===== src/rtl/nec_prefetch.sv =====
// nec_prefetch: NEC V20/V30-style instruction prefetch queue with a word-wide bus fetcher
// Ports: clk, reset (sync, active-high), ce (clock enable)
//   set_pc/new_pc  flush the queue and restart fetching at new_pc within segment ps
//   ps, decode_pc  segment base and oldest byte still needed by the decoder
//   fetch_req/fetch_addr/fetch_ack/fetch_data  bus read handshake, 20-bit physical address
//   ipq/ipq_len    8 address-indexed byte slots and the count of valid bytes from decode_pc
// NEC_IPQ_LIMIT6_EN limits the queue to 6 bytes (V30 depth) instead of 8.
module nec_prefetch #(
`ifdef NEC_IPQ_LIMIT6_EN
  parameter int IPQ_MAX = 6
`else
  parameter int IPQ_MAX = 8
`endif
) (
  input  logic            clk,
  input  logic            reset,
  input  logic            ce,
  input  logic            set_pc,
  input  logic [15:0]     new_pc,
  input  logic [15:0]     ps,
  input  logic [15:0]     decode_pc,
  output logic            fetch_req,
  output logic [19:0]     fetch_addr,
  input  logic            fetch_ack,
  input  logic [15:0]     fetch_data,
  output logic [7:0][7:0] ipq,
  output logic [3:0]      ipq_len
);
  typedef enum logic [1:0] {IDLE, REQ, DISCARD} state_t;
  state_t state_q, state_d;
  logic [15:0] fetch_pc_q, fetch_pc_d, len_c;
  logic [3:0] ipq_len_q, ipq_len_d;
  logic [19:0] fetch_addr_q, fetch_addr_d;
  logic [7:0][7:0] ipq_q, ipq_d;
  logic [2:0] slot, slot_n;
  logic can_fetch;
  // Free space is judged from the live fetch_pc so the IDLE cycle right after an ack
  // never sees the stale registered length and over-fetches.
  assign len_c = fetch_pc_q - decode_pc;
  assign can_fetch = fetch_pc_q[0] ? (len_c <= 16'(IPQ_MAX - 1)) : (len_c <= 16'(IPQ_MAX - 2));
  assign slot = fetch_pc_q[2:0];
  assign slot_n = slot + 3'd1;
  always_comb begin
    state_d = state_q;
    fetch_pc_d = fetch_pc_q;
    ipq_len_d = fetch_pc_q[3:0] - decode_pc[3:0];
    fetch_addr_d = fetch_addr_q;
    ipq_d = ipq_q;
    case (state_q)
      IDLE: if (!set_pc && can_fetch) begin
        state_d = REQ;
        fetch_addr_d = {ps, 4'h0} + {4'h0, fetch_pc_q};
      end
      REQ: if (fetch_ack) begin
        state_d = IDLE;
        if (!set_pc) begin
          if (fetch_pc_q[0]) begin
            ipq_d[slot] = fetch_data[15:8];
            fetch_pc_d = fetch_pc_q + 16'd1;
          end else begin
            ipq_d[slot] = fetch_data[7:0];
            ipq_d[slot_n] = fetch_data[15:8];
            fetch_pc_d = fetch_pc_q + 16'd2;
          end
        end
      end else if (set_pc) state_d = DISCARD;
      DISCARD: state_d = fetch_ack ? IDLE : DISCARD;
      default: state_d = IDLE;
    endcase
    if (set_pc) begin
      fetch_pc_d = new_pc;
      ipq_len_d = 4'd0;
    end
  end
  always_ff @(posedge clk) begin
    if (reset) begin
      state_q <= IDLE;
      fetch_pc_q <= 16'd0;
      ipq_len_q <= 4'd0;
      fetch_addr_q <= 20'd0;
      ipq_q <= '0;
    end else if (ce) begin
      state_q <= state_d;
      fetch_pc_q <= fetch_pc_d;
      ipq_len_q <= ipq_len_d;
      fetch_addr_q <= fetch_addr_d;
      ipq_q <= ipq_d;
    end
  end
  assign fetch_req = state_q != IDLE;
  assign fetch_addr = fetch_addr_q;
  assign ipq = ipq_q;
  assign ipq_len = ipq_len_q;
endmodule


===== config.mk =====
export PLATFORM = sky130hd
export DESIGN_NAME = nec_prefetch
export DESIGN_NICKNAME = d
export VERILOG_FILES = /design/src/rtl/nec_prefetch.sv
export SDC_FILE = /design/constraint.sdc
export NUM_CORES = 1
export LEC_CHECK = 0
export CAP_MARGIN = 25
export CORE_ASPECT_RATIO = 0.9
export CORE_MARGIN = 4
export CORE_UTILIZATION = 45
export DETAILED_ROUTE_END_ITERATION = 12
export GPL_TIMING_DRIVEN = 0
export PLACE_DENSITY = 0.75
export SLEW_MARGIN = 5
export SYNTH_ARGS = -nofsm -noshare
export SYNTH_HDL_FRONTEND = slang
export SYNTH_SLANG_ARGS = --single-unit

===== constraint.sdc =====
create_clock -name clk -period 4 [get_ports clk]
set_input_delay 0.6 -clock clk [delete_from_list [all_inputs] [get_ports clk]]
set_output_delay 0.6 -clock clk [all_outputs]
set_load 0.01 [all_outputs]

==> results of run 1 <==
[cell usage after synthesis (9+ instances only)]
cell / number
nand2_1: 120
a21oi_1: 56
ha_1: 37
nor3_1: 10
o21ai_0: 29
nor2b_1: 9
nand3_1: 15
xor2_1: 9
a211oi_1: 14
inv_1: 36
dfxtp_1: 106
nor2_1: 90
mux2i_1: 50
nand2b_1: 10
clkbuf_1: 30
[power by group through the flow]
stage	clock network [W]	logic, W	registers (W)
floorplan	0	0.000230	0.00110
global placement	0	0.000380	0.00111
detailed placement	0	0.000381	0.00111
CTS	0.000903	0.000385	0.00108
global route	0.000939	0.000430	0.00108
finish	0.000889	0.000391	0.00108
[worst max-delay path: cells and delay by family (launching register included)]
family	cells	cell delay, ps
AOI/OAI and AO/OA	4	1170
adders and majority gates	2	630
DFF	1	510
and+or+nand+nor	2	430
buffers and inverters	2	400
muxes	1	340
xor gates and xnor gates	1	100
[kinds of logic (layout without fill, tap and decap cells)]
logic type	count (synthesis)	after routing	share of synthesized area, %
xor+xnor	15	15	2.16
buf+inv	71	245	4.55
flops	106	106	34.9
simple gates	296	296	21.9
compound gates	169	169	18.5
mux	58	58	9.72
fa+ha+maj	39	39	8.28
[path summary, 6_finish.rpt]
path	start	endpoint	slack, ps	cells past startpoint
worst min register to register	ipq[35]	ipq[35]	460	2
worst max-delay path	fetch_pc_q[0]	fetch_addr[10]	300	12
worst min-delay path	ipq[35]	ipq[35]	460	2
worst max register to register	fetch_pc_q[0]	fetch_addr[10]	300	12
[through the flow]
stage / utilization, % / setup TNS [ps] / hold slack (ps) / setup WS [ps] / area (sq um)
finish: 61.5 / 0 / 456 / 302 / 8160
global route: 61.5 / 0 / 474 / 38.4 / 8160
CTS: 61.4 / 0 / 456 / 159 / 8150
detailed placement: 59.2 / -2380 / 446 / -146 / 7850
global placement: 59.2 / -2580 / 441 / -153 / 7850
floorplan: - / 0 / 479 / 675 / 6080
[per-layer routing]
layer	vias up	wire length [microns]	GRT usage, %
met3	20	1290	5.42
li1	2995	-	-
met2	187	8280	35.8
met4	0	285	5.33
met5	-	0	0
met1	2801	8530	34.1
[registers in the layout, summed over array words and instances, names as in the netlist]
name and count:
ipq_len 4, ipq 64, state_q 2, fetch_addr 20, fetch_pc_q 16
[layout make-up]
type	count	area (sq um)	area share, %
multi-input cells	577	3680	45.1
flip-flops and latches	106	2120	26.0
repair buffers	158	1580	19.3
clock buffers	9	225	2.76
well taps	168	210	2.58
plain buffers	35	141	1.73
inverters	36	135	1.66
clock inverters	7	71.3	0.874
==> flow_summary_export.csv, run 1 <==
group,metric,value,unit
yosys,ys_seq_area_share,34.9,%
clock_tree,clk_path_buf_depth,2,
yosys,netlist_instances,754,
hold_path,hold_class,"reg2reg",
final_layout,diodes,0,
sta,fin_crit,3700,ps
clock_tree,hold_buffers,0,
yosys,synth.distinct_cells,66,
final_layout,syn_to_final_growth,34.3,%
clock_tree,cts_setup_buffers,0,
routing,wl_per_cell,16.8,microns
sta,finClkSkew,11.2,ps
sta,max_freq,270,MHz
place,dp_cells,1078,
final_layout,fillCellCount,1174,
global_routing,grt_first_pass_wirelength,29100,microns
yosys,synth_fp_nets,862,
clock_tree,numCtsBuffers,9,
sta,slew_headroom,46.6,%
setup_path,cpPeakStageDelay,560,ps
yosys,netlist_area,6080,sq um
yosys,yosys.area.top_type,"dfxtp_1",
setup_path,crit_path_max_fanout,8,
sta,fin_crit_sh,92.4,%
global_routing,grt_max_degree,21,
yosys,synth.area.top_cells,"dfxtp_1, mux2i_1, ha_1",
floorplan,fp.dieW,130,microns
clock_tree,clock_sinks,106,
power_and_ir_drop,ir_drop,0.268,mV
place,gp_congestion,0.930,
power_and_ir_drop,pwr-share-clk,37.6,%
clock_tree,clk_latency,360,ps
floorplan,fp.dieArea,15400,sq um
routing,dr.pass1.iters,5,
final_layout,layout_common_cells,"clkdlybuf4s50_1, nand2_1, dfxtp_1",
yosys,synthArstFlopShare,0,%
final_layout,layoutNonFillerInstCount,1096,
floorplan,die_h,118,microns
status,status,"finished clean",
yosys,ys_warn_count,0,
global_routing,antenna_found_initial,0,
run,drv_cap,0,
setup_path,slowest_stage,"a2111o_1",
routing,viasPerCell,5.48,
clock_tree,clock-root-buffer,"clkbuf_16",
yosys,syn_avg_cell_area,8.06,sq um
clock_tree,post_cts_resized,0,
clock_tree,cts_tree,"built",
power_and_ir_drop,intPower,0.00168,W
power_and_ir_drop,p_leak,3.33,nW
routing,route.detailed.drc,0,
global_routing,grt_overflow,0,
setup_path,worstSetupPathType,"reg2reg",
global_routing,track_usage,23.6,%
sta,rsz0062_at_grt,"false",
yosys,synth_top_area_share,34.9,%
yosys,ys_seq_elements,106,
yosys,ys.flop_type,"dfxtp_1",
setup_path,end_kind,"flop",
routing,ant_nets,0,
global_routing,grt_pass1_vias,5503,
power_and_ir_drop,p_switching,0.000682,W
place,port_buffers,156,
final_layout,layout_commonest_cell,"clkdlybuf4s50_1",
clock_tree,cts_max_level,3,
setup_path,critPathArrivalTime,3940,ps
routing,vias,6003,
power_and_ir_drop,powerDensity,289,nW/um^2
power_and_ir_drop,totalPowerFinal,0.00236,W
sta,finalHoldViolCount,0,
floorplan,rows,40,
final_layout,nets,1031,
yosys,synth_edf_count,0,
sta,setup_viol_count_final,0,
power_and_ir_drop,switching_share,28.9,%
power_and_ir_drop,combPwrFrac,16.6,%
setup_path,start_kind,"flop",
setup_path,cp.required,4250,ps
routing,finalWirelength,18400,microns
setup_path,path_cells,"inv_1 > ha_1 > fa_1 > nand2b_1 > a21oi_1 > xor2_1 > a2111oi_2 > o21ai_0 > a2111o_1 > nor3_4 > buf_4 > mux2_2",
floorplan,fp.coreArea,13300,sq um
floorplan,start_util,45.8,%
final_layout,drive_gt1_share,4.09,%
place,hpwl,13900,microns
power_and_ir_drop,power_frac_seq,45.8,%
routing,drtIter0Drc,437,
floorplan,io_pins,158,
sta,worstMarginPinSlew,799,ps
clock_tree,clk_pin_slew_worst_paths,80,ps
sta,drv_slew,0,
(Power assumes the default switching activity.)
==> inputs of run 2 (changes only) <==
--- a/config.mk
+++ b/config.mk
@@ -5,13 +5,14 @@
 export SDC_FILE = /design/constraint.sdc
 export NUM_CORES = 1
 export LEC_CHECK = 0
+export ABC_AREA = 1
 export CAP_MARGIN = 25
 export CORE_ASPECT_RATIO = 0.9
 export CORE_MARGIN = 4
 export CORE_UTILIZATION = 45
 export DETAILED_ROUTE_END_ITERATION = 12
 export GPL_TIMING_DRIVEN = 0
-export PLACE_DENSITY = 0.75
+export PLACE_DENSITY = 0.74
 export SLEW_MARGIN = 5
 export SYNTH_ARGS = -nofsm -noshare
 export SYNTH_HDL_FRONTEND = slang
==> constraint.sdc (replaced) <==
create_clock -name clk -period 4 [get_ports clk]
set_input_delay 0.6 -clock clk [delete_from_list [all_inputs] [get_ports clk]]
set_output_delay 0.6 -clock clk [all_outputs]
set_load 0.05 [all_outputs]
==> flow_summary_export.csv, run 2 <==
group,metric,value,unit
yosys,ys_seq_area_share,33.4,%
yosys,syn_avg_cell_area,6.53,sq um
yosys,synthAdderAreaFrac,7.91,%
clock_tree,post_cts_resized,0,
global_routing,met2_usage,35.7,%
sta,finalHoldViolCount,0,
global_routing,grt.met1_usage,31.6,%
clock_tree,clock_sinks,106,
yosys,yosysMostFrequentCell,"nand2_1",
floorplan,start_util,46.7,%
floorplan,fp.dieW,133,microns
final_layout,largest_reg_flops,64,
final_layout,drive_gt1_share,4.45,%
routing,finalWirelength,18300,microns
yosys,ys_seq_elements,106,
routing,route.detailed.drc,0,
global_routing,grt_busiest_layer,"met2",
setup_path,cp.required,4240,ps
setup_path,critPathArrivalTime,3480,ps
clock_tree,cts_setup_buffers,0,
clock_tree,clock-root-buffer,"clkbuf_16",
routing,dr.pass1.iters,6,
yosys,synth_mux_area_share,0,%
global_routing,antenna_found_initial,0,
routing,wl_per_cell,13.7,microns
yosys,synth.area.top_cells,"dfxtp_1, nand2_1, nor2_1",
yosys,synth_fp_nets,1082,
floorplan,io_pins,158,
sta,drv_slew,0,
place,hpwl,14700,microns
yosys,netlist_area,6360,sq um
final_layout,syn_to_final_growth,32.9,%
final_layout,layout_commonest_cell,"nand2_1",
routing,viasPerCell,4.87,
run,drv_cap,0,
yosys,synthArstFlopShare,0,%
routing,ant_nets,0,
clock_tree,clk_path_buf_depth,2,
yosys,ys.flop_type,"dfxtp_1",
yosys,synth_common_cells,"nand2_1, nor2_1, inv_1",
yosys,yosys.area.top_type,"dfxtp_1",
global_routing,grtUsageMet3,3.66,%
setup_path,start_kind,"flop",
place,port_buffers,155,
power_and_ir_drop,powerDensity,282,nW/um^2
sta,slew_headroom,60.0,%
floorplan,fp.coreArea,13600,sq um
clock_tree,clk_pin_slew_worst_paths,80,ps
floorplan,die_h,121,microns
hold_path,hold_class,"reg2reg",
sta,hold_ws,445,ps
setup_path,end_kind,"flop",
yosys,synth-xor-area-share,3.03,%
sta,fin_crit,3240,ps
global_routing,grt_first_pass_wirelength,29400,microns
status,status,"finished clean",
sta,worstMarginPinSlew,597,ps
sta,rsz0062_at_grt,"false",
power_and_ir_drop,p_leak,3.75,nW
yosys,synth.distinct_cells,42,
final_layout,nets,1248,
sta,finClkSkew,5.32,ps
final_layout,fillCellCount,1324,
clock_tree,clk_latency,350,ps
global_routing,grt_overflow,0,
routing,drtIter0Drc,387,
sta,fin_crit_sh,80.9,%
sta,final.setup.tns,0,ps
yosys,synth_top_family_by_area,"simple AND/OR/NAND/NOR gates",
clock_tree,hold_buffers,0,
clock_tree,cts_tree,"built",
yosys,synth_edf_count,0,
yosys,netlist_instances,974,
global_routing,grt_pass1_vias,5868,
final_layout,layout_common_cells,"nand2_1, clkdlybuf4s50_1, nor2_1",
place,gp_congestion,0.907,
global_routing,grt_max_degree,22,
global_routing,track_usage,22.3,%
yosys,synth_compound_area_share,14.8,%
floorplan,fp.dieArea,16100,sq um
sta,max_freq,309,MHz
clock_tree,numCtsBuffers,9,
setup_path,worstSetupPathType,"reg2reg",
routing,vias,6493,
power_and_ir_drop,ir_drop,0.221,mV
yosys,synth_top_area_share,33.4,%
sta,setup_viol_count_final,0,
setup_path,crit_path_max_fanout,10,
floorplan,rows,40,
yosys,synth-simple-area-share,29.8,%
yosys,ys_warn_count,0,
final_layout,diodes,0,
clock_tree,cts_max_level,3,
## run 2: cell types whose count changed in the layout (fill, tap and decap cells not counted), moves of 9 or more
cell / delta
nand3_1: +28
inv_1: +110
a21oi_1: +22
nor2b_1: -9
o21ai_0: +51
mux2i_1: -50
nor2_1: +57
clkbuf_1: -15
nand2_1: +93
nand2b_1: -10
a211oi_1: -10
## run 2: layout make-up
class	instances	area, sq um	area share [%]
multi-input combinational	689	3540	41.8
timing repair buffer	155	1550	18.4
inverter	153	574	6.80
tap	189	236	2.80
sequential	106	2120	25.1
clock buffer	9	225	2.67
clock inverter	7	80.1	0.948
buffer	26	125	1.48
## run 2: final timing paths
kind / depth (start not counted) / end / startpoint / slack [ps]
setup / recovery: 19 / fetch_addr[9] / fetch_pc_q[0] / 760
hold / removal: 2 / ipq[41] / ipq[41] / 440
setup reg to reg: 19 / fetch_addr[9] / fetch_pc_q[0] / 760
hold reg to reg: 2 / ipq[41] / ipq[41] / 440
## run 2: cells by family (layout without fill, tap and decap cells)
logic type                 Yosys count  in the layout
and+or+nand+nor                    449            449
DFF                                106            106
xor gates and xnor gates            22             22
buffers and inverters              179            350
AOI/OAI and AO/OA                  179            179
adders and majority gates           39             39
## run 2: layer usage
layer	wire (microns)	vias up
met4	214	0
met5	0	-
met2	8100	210
met1	8870	2833
met3	1140	21
li1	-	3429
## run 2: power by group
group / leakage, nW / internal [W] / switching, W
clock: 0.146 / 0.000447 / 0.000445
combinational: 2.75 / 0.000169 / 0.000246
sequential: 0.856 / 0.00106 / 0.0000166
total: 3.75 / 0.00168 / 0.000707
## run 2: worst max-delay path, stage by stage, from the launching register on
cell,delay (ps)
dfxtp_1,370
buf_2,240
inv_2,130
ha_1,230
fa_1,420
inv_1,110
nand3_1,90
nand2_2,130
nor2_1,50
nor2_1,90
nand2_1,110
inv_1,70
nand2_1,50
nor2_1,80
nand3_1,70
nor2_1,100
nand4_1,270
clkbuf_1,320
nor2_1,150
nor2_1,60
## run 2: stage by stage
step / setup WS, ps / area [sq um] / std cells / util (%) / power, W
final: 763 / 8450 / 1334 / 62.1 / 0.00239
after global placement: 491 / 8150 / 1318 / 59.8 / 0.00151
after detailed placement: 491 / 8150 / 1318 / 59.8 / 0.00151
after floorplan: 1380 / 6360 / 974 / - / 0.00136
after global routing: 447 / 8450 / 1334 / 62.1 / 0.00249
after CTS: 790 / 8450 / 1334 / 62.1 / 0.00240
==> inputs of run 3 (changes only) <==
==> constraint.sdc (replaced) <==
create_clock -name clk -period 3.34 [get_ports clk]
set_input_delay 0.501 -clock clk [delete_from_list [all_inputs] [get_ports clk]]
set_output_delay 0.501 -clock clk [all_outputs]
set_load 0.05 [all_outputs]
==> flow_summary_export.csv, run 3 (synthesis results as in run 2) <==
group,metric,value,unit
status,status,"finished clean",
sta,worstMarginPinSlew,586,ps
floorplan,fp.dieArea,16100,sq um
clock_tree,clk_path_buf_depth,2,
routing,ant_nets,0,
global_routing,grt_pass1_vias,5868,
place,post-place-ws,-70.4,ps
setup_path,critPathArrivalTime,3290,ps
global_routing,grt_overflow,0,
routing,vias,6538,
floorplan,fp.coreArea,13600,sq um
sta,finClkSkew,5.60,ps
clock_tree,hold_buffers,0,
setup_path,cpPeakStageDelay,420,ps
setup_path,path_cells,"clkbuf_4 > inv_2 > ha_1 > fa_1 > inv_1 > nand3_1 > nand2_2 > nor2_1 > nor2_1 > nand2_1 > inv_1 > nand2_1 > nor2_1 > nand3_1 > nor2_1 > nand4_1 > clkbuf_2 > nor2_1 > nor2_1",
hold_path,hold_class,"reg2reg",
floorplan,io_pins,158,
sta,max_freq,328,MHz
power_and_ir_drop,p_leak,3.76,nW
setup_path,crit_path_max_fanout,10,
routing,wl_per_cell,13.8,microns
sta,worst_slack,290,ps
sta,finalHoldViolCount,0,
setup_path,start_kind,"flop",
final_layout,layout_common_cells,"nand2_1, clkdlybuf4s50_1, nor2_1",
sta,slew_headroom,60.8,%
setup_path,worstSetupPathType,"reg2reg",
setup_path,cp.required,3580,ps
final_layout,syn_to_final_growth,33.2,%
clock_tree,clk_latency,340,ps
final_layout,largest_reg_flops,64,
final_layout,layoutNonFillerInstCount,1336,
global_routing,grt_max_degree,22,
power_and_ir_drop,totalPowerFinal,0.00286,W
run,drv_cap,0,
setup_path,slowest_stage,"fa_1",
clock_tree,numCtsBuffers,9,
global_routing,antenna_found_initial,0,
clock_tree,cts_tree,"built",
routing,dr.pass1.iters,7,
floorplan,die_h,121,microns
power_and_ir_drop,powerDensity,337,nW/um^2
place,port_buffers,155,
sta,fin_crit,3050,ps
place,dp_cells,1318,
sta,hold_ws,445,ps
routing,route.detailed.drc,0,
final_layout,nets,1250,
global_routing,grt_first_pass_wirelength,29400,microns
routing,drtIter0Drc,391,
final_layout,drive_gt1_share,4.71,%
setup_path,end_kind,"flop",
final_layout,diodes,0,
routing,finalWirelength,18400,microns
floorplan,start_util,46.7,%
place,hpwl,14700,microns
global_routing,track_usage,22.3,%
sta,rsz0062_at_grt,"false",
sta,fin_crit_sh,91.3,%
final_layout,layout_commonest_cell,"nand2_1",
setup_path,worst-r2r-setup-slack,290,ps
place,gp_congestion,0.907,
clock_tree,clk_pin_slew_worst_paths,80,ps
clock_tree,clock_sinks,106,
setup_path,crit_top_cell,"nor2_1",
floorplan,fp.dieW,133,microns
sta,drv_slew,0,
sta,setup_viol_count_final,0,
clock_tree,cts_max_level,3,
power_and_ir_drop,ir_drop,0.261,mV
clock_tree,clock-root-buffer,"clkbuf_16",
floorplan,rows,40,
routing,viasPerCell,4.89,
-- run 3: final timing paths --
kind	start	end	cells after the start
min	ipq[41]	ipq[41]	2
max reg2reg	fetch_pc_q[0]	fetch_addr[9]	19
min reg2reg	ipq[41]	ipq[41]	2
max	fetch_pc_q[0]	fetch_addr[9]	19
-- run 3: worst max-delay path, delay by kind of cell, from the launching register on --
kind	cells	cell delay [ps]
adders and majority gates	2	650
and+or+nand+nor	12	1150
DFF	1	380
buffers and inverters	5	770
-- run 3: timing repair --
| action | 4_1_cts | 5_1_grt |
|---|---|---|
| setup endpoints to repair | 0 | 15 |
| setup buffers | 0 | 2 |
| resized for setup | 0 | 3 |
-- run 3: area by class of cell --
type	count	area [sq um]
clock buffer	9	225
inverter	153	574
multi-input combinational	689	3540
clock inverter	7	80.1
fill	1322	5140
buffer	26	129
tap	189	236
sequential	106	2120
timing repair buffer	157	1570
-- run 3: stage by stage --
stage	util (%)	cell area [sq um]	setup TNS [ps]
2_1_floorplan	-	6360	0
3_3_place_gp	59.8	8150	-557
3_5_place_dp	59.8	8150	-512
4_1_cts	62.1	8450	0
5_1_grt	62.2	8470	0
6_report	62.2	8470	0
-- run 3: metal layers --
layer / part of all wire (%) / wire length, microns / vias to the layer above / global-route usage, %
met2: 44 / 8100 / 224 / 35.7
met3: 6.1 / 1110 / 20 / 3.66
met4: 1.4 / 250 / 0 / 4.69
met1: 48 / 8910 / 2856 / 31.6
li1: - / - / 3438 / -
met5: 0 / 0 / - / 0
-- run 3: report_power, final --
| part | switching [W] | internal, W | leakage, nW |
|---|---|---|---|
| Combinational | 0.000294 | 0.000202 | 2.76 |
| Clock | 0.000531 | 0.000535 | 0.146 |
| Sequential | 0.0000198 | 0.00127 | 0.856 |
| Total | 0.000845 | 0.00201 | 3.76 |
==> RTL change 1 (settings of run 3) <==
The option `NEC_IPQ_LIMIT6_EN` is turned on by a define.
--- a/src/rtl/nec_prefetch.sv
+++ b/src/rtl/nec_prefetch.sv
@@ -6,4 +6,6 @@
 //   ipq/ipq_len    8 address-indexed byte slots and the count of valid bytes from decode_pc
 // NEC_IPQ_LIMIT6_EN limits the queue to 6 bytes (V30 depth) instead of 8.
+`define NEC_IPQ_LIMIT6_EN
+
 module nec_prefetch #(
 `ifdef NEC_IPQ_LIMIT6_EN
Function: changed (a bounded check fails within 4 cycles, from zero or initial values and one cycle with reset high).
==> RTL change 1 against run 3 <==
- clock skew up 2.2 ps
- worst setup slack better by 63 ps
- sequential cell count unchanged
- synthesized area up 2.4%
- total power up 3.6%
- routed wire length up 4.2%
- via count up 3.9%
- critical path depth unchanged
- utilization down 0.84 points
- design area up 2.2%
==> RTL change 1: results (changes against run 3) <==
[routing]
dr_total_vias = 6796  ; +3.9%
drt_iter0_drc = 515  ; +32%
dr.pass1.iters = 7  ; unchanged
routedWlPerCell_um = 13.8  ; +0.44%

[clock_network]
cts_resized = 0  ; unchanged
clk_pin_slew_ps = 80  ; about the same
cts_buffer_depth = 2  ; unchanged
cts_hold_buf = 0  ; unchanged

[outcome]
status = complete, no violations

[sta]
slew_headroom_pct = 50.5  ; -10 points
fin_skew_ps = 7.83  ; +2.24 ps

[logic_synthesis]
synth_nets = 1127  ; +4.2%
ys_seq_area_share_pct = 32.6  ; -0.79 points
yosys.cell_types.count = 39  ; -7.1%
synth.area.top_cells = dfxtp_1, nand2_1, nor2_1
synth_top_cells_by_count = nand2_1, nor2_1, inv_1, dfxtp_1, o21ai_0
ys_async_sr_fraction_pct = 0  ; unchanged

[cells_and_area]
nFillCells = 1363  ; +3.1%
nNetsFinal = 1295  ; +3.6%
drive_above_1_share_pct = 4.19  ; -0.51 points

[placed_design]
placed_cell_area_um2 = 8320  ; +2.2%
hpwl_um = 15100  ; +3.0%
portBuffers = 157  ; +1.3%
place_congestion = 0.927  ; +2.2%
dp_worst_setup_slack_ps = 43.5  ; +114 ps

[grt]
grt_start_max_net_pins = 20  ; -9.1%
grt_pass1_wl_um = 30300  ; +3.1%
first_global_vias = 6018  ; +2.6%
grt_util_all_layers_pct = 22.6  ; +0.31 points
antenna_found_initial = 0  ; unchanged

[pwr]
peakVddDrop_uv = 322  ; +23%
power_leakage_nw = 4.22  ; +12%

[worst_hold_path]
hold_path.class = reg2reg

[worst_setup_path]
cp.arrival_ps = 3260  ; -30 ps
critPathMaxFanout = 10  ; unchanged

-- RTL change 1: changes by cell type after synthesis, sizes merged, moves of 6 or more --
| cell | before | now |
|---|---|---|
| a21oi | 78 | 44 |
| inv | 151 | 157 |
| nand2 | 220 | 290 |
| nor2 | 152 | 164 |
| o21ai | 81 | 50 |
| o31ai | 0 | 32 |
-- RTL change 1: power breakdown --
group / switching (mW) / total, mW / leakage (nW) / internal [mW]
registers: 0.0209 / 1.30 / 0.856 / 1.27
logic: 0.292 / 0.487 / 3.20 / 0.195
clock network: 0.506 / 1.18 / 0.163 / 0.671
-- RTL change 1: kinds of logic (layout without fill, tap and decap cells) --
group / after synthesis / after routing / synth area share [%]
fa+ha+maj: 39 / 39 / 7.72
other cells: 0 / 1 / 0
buf+inv: 185 / 358 / 11.0
simple gates: 523 / 523 / 32.7
flops: 106 / 106 / 32.6
compound gates: 144 / 144 / 13.0
xor+xnor: 22 / 22 / 2.96
-- RTL change 1: layer usage --
layer  up-vias  GRT usage, %  wire length (um)
met5         -             0                 0
li1       3545             -                 -
met4         0          4.58               240
met2       219          36.7              8590
met3        18          4.38              1430
met1      3014          31.3              8880
-- RTL change 1: area by class of cell --
class | count | area [um^2] | area share (%)
diodes | 1 | 2.50 | 0.0289
plain buffers | 26 | 119 | 1.37
clock buffers | 9 | 225 | 2.60
clock inverters | 7 | 106 | 1.23
inverters | 159 | 597 | 6.89
multi-input cells | 728 | 3670 | 42.4
flip-flops and latches | 106 | 2120 | 24.5
well taps | 193 | 241 | 2.79
repair buffers | 157 | 1570 | 18.2
-- RTL change 1: worst max-delay path: stages (launching register included) --
cell and delay [ps]:
dfxtp_1 470, inv_1 140, ha_1 240, fa_1 390
inv_1 100, nand3_1 100, nand2_1 160, nand2_1 90
nand3_1 90, nand2_1 60, nor2_1 140, nand2_1 80
nor2_1 90, nand2_1 100, nor2_4 160, nand3_2 120
buf_6 180, nand2_1 60, nand2_1 50, nor2_1 110
-- RTL change 1: final timing paths --
kind | from | end | slack [ps] | cells past startpoint
max | fetch_pc_q[0] | fetch_addr[9] | 350 | 19
min | ipq_len[1] | ipq_len[1] | 480 | 2
max reg2reg | fetch_pc_q[0] | fetch_addr[9] | 350 | 19
min reg2reg | ipq_len[1] | ipq_len[1] | 480 | 2
-- RTL change 1: metrics by stage --
step | hold WS (ps) | util [%] | total power, mW | instances
finish | 480 | 61.4 | 2.96 | 1386
global route | 501 | 61.4 | 3.10 | 1385
CTS | 482 | 61.4 | 2.97 | 1385
detailed placement | 470 | 59.0 | 1.80 | 1369
global placement | 457 | 59.0 | 1.80 | 1369
floorplan | 473 | - | 1.62 | 1019
==> RTL change 2 (config.mk and constraints of run 3) <==
Without the edit above. Re-encode `state_t` (3 states) as one-hot, 3 bits wide.
--- a/src/rtl/nec_prefetch.sv
+++ b/src/rtl/nec_prefetch.sv
@@ -27,5 +27,5 @@
   output logic [3:0]      ipq_len
 );
-  typedef enum logic [1:0] {IDLE, REQ, DISCARD} state_t;
+  typedef enum logic [2:0] {IDLE = 3'b001, REQ = 3'b010, DISCARD = 3'b100} state_t;
   state_t state_q, state_d;
   logic [15:0] fetch_pc_q, fetch_pc_d, len_c;
Formal check against the unedited RTL: same outputs for any inputs over 4 cycles, from zero or initial values and one cycle with reset high; so few cycles prove little.
==> RTL change 2 against run 3 <==
- sequential cell count rose by 1
- utilization fell by 1.2 points
- sequential share of layout area fell by 0.085 points
- die area rose by 1.7%
- worst setup slack improved by 67 ps
- cell count rose by 1.5%
- total power rose by 2.3%
- synthesized area rose by 1.8%
- routed wire length rose by 4.1%
- highest routed layer unchanged
- first-iteration DRC count rose by 31%
- design area rose by 1.3%
- clock skew rose by 5.7 ps
==> RTL change 2: results (changes against run 3) <==
[outcome]
status = complete, no violations

[logic_synthesis]
yosys.cell_types.count = 40  ; -4.8%
synth-main-ff-cell = dfxtp_1
synth.area.top_cells = dfxtp_1, nand2_1, inv_1
synth_top_cells_by_count = nand2_1, inv_1, nor2_1, dfxtp_1, a21oi_1
ys_seq_area_share_pct = 33.1  ; -0.29 points
ys_async_sr_fraction_pct = 0  ; unchanged
synth_nets = 1097  ; +1.4%
yosys_warnings = 0  ; unchanged

[worst_setup_path]
cp.arrival_ps = 3230  ; -60 ps
r2r_start = fetch_pc_q[0]
critPathMaxFanout = 11  ; +1
cp-start-kind = register

[clock_network]
clk_pin_slew_ps = 80  ; about the same
clkLatencyLatePin_ps = 360  ; +20 ps
cts-root-buf = clkbuf_16
cts_resized = 0  ; unchanged
cts_htree_levels = 3  ; unchanged
cts_setup_buffers = 0  ; unchanged
cts_buffer_depth = 2  ; unchanged
numCtsBuffers = 9  ; unchanged

[pwr]
power_leakage_nw = 3.84  ; +2.2%
peakVddDrop_uv = 274  ; +4.8%

[worst_hold_path]
hold_path_startpoint = ipq[23]
hold_path.class = reg2reg

[routing]
routedWlPerCell_um = 14.1  ; +2.5%
dr_total_vias = 6756  ; +3.3%
dr.pass1.iters = 5  ; -2
drt_iter0_drc = 513  ; +31%

[cells_and_area]
drive_above_1_share_pct = 5.67  ; +0.97 points
nNetsFinal = 1263  ; +1.0%
largest_reg_flops = 64  ; unchanged
antennaDiodeCount = 0  ; unchanged

[grt]
antenna_found_initial = 0  ; unchanged
first_global_vias = 6124  ; +4.4%
grt_util_all_layers_pct = 23.3  ; +1.0 points
grt_start_max_net_pins = 23  ; +4.5%
grt_pass1_wl_um = 30700  ; +4.4%

[placed_design]
hpwl_um = 15500  ; +5.3%
placed_cell_area_um2 = 8270  ; +1.5%
portBuffers = 155  ; unchanged
place_congestion = 0.946  ; +4.2%

[sta]
hold_viol_final = 0  ; unchanged
fin_skew_ps = 11.3  ; +5.73 ps
slew_headroom_pct = 51.3  ; -9.4 points

==> RTL change 2: changes by cell type in the layout (fill, tap and decap cells not counted), moves of 5 or more <==
cell / change
inv_1: +6
o21ai_0: -6
nor2_2: +11
nor3_1: -5
nand3_1: +13
nor2_1: -20
nand2_1: +11
a21oi_1: +7
==> RTL change 2: kinds of logic (layout without fill, tap and decap cells) <==
kind of cell | Yosys count | after routing | synth area share [%]
AOI/OAI and AO/OA | 182 | 182 | 15.0
xor gates and xnor gates | 18 | 18 | 2.44
adders and majority gates | 36 | 36 | 7.19
buffers and inverters | 187 | 358 | 11.4
DFF | 107 | 107 | 33.1
and+or+nand+nor | 462 | 462 | 30.9
==> RTL change 2: worst paths after layout <==
check | end | slack [ps] | depth (start not counted)
worst max-delay path | fetch_addr[5] | 360 | 19
worst max register to register | fetch_addr[5] | 360 | 19
worst min register to register | ipq[23] | 450 | 2
worst min-delay path | ipq[23] | 450 | 2
==> RTL change 2: metrics by stage <==
step | setup slack (ps) | total power, mW | std cells
2_1_floorplan | 816 | 1.65 | 992
3_3_place_gp | 123 | 1.84 | 1340
3_5_place_dp | 106 | 1.84 | 1340
4_1_cts | 361 | 2.94 | 1356
5_1_grt | 107 | 3.06 | 1356
6_report | 357 | 2.92 | 1356
==> RTL change 2: worst max-delay path, cell delays in order, from the launching register on <==
cell and delay (ps):
dfxtp_1 410, buf_4 200, inv_2 110, ha_1 220
fa_1 380, inv_1 150, nand3_1 110, nand2_1 150
nand2_1 90, nand2_1 60, nand2_1 60, nand2_2 80
nand2_1 80, nor2_4 110, nand2_2 70, nor2_4 130
nand4_4 120, buf_6 170, nor2_1 110, nor2_1 60
==> RTL change 2: layout make-up <==
type	instances	area, um^2
well taps	193	241
plain buffers	27	138
clock buffers	9	225
inverters	160	601
clock inverters	7	86.3
flip-flops and latches	107	2140
repair buffers	155	1550
multi-input cells	698	3590
fillers	1402	5480
==> RTL change 2: routing by layer <==
metal,part of all wire (%),GRT usage (%),vias to the layer above
li1,-,-,3489
met1,47,33.1,3008
met2,44,36.7,245
met3,8.3,4.62,14
met4,1.1,5.15,0
met5,0,0,-
==> RTL change 2: report_power, final <==
| group | internal, mW | total, mW | switching (mW) |
|---|---|---|---|
| clock | 0.543 | 1.10 | 0.561 |
| sequential | 1.29 | 1.31 | 0.0195 |
| combinational | 0.204 | 0.513 | 0.309 |
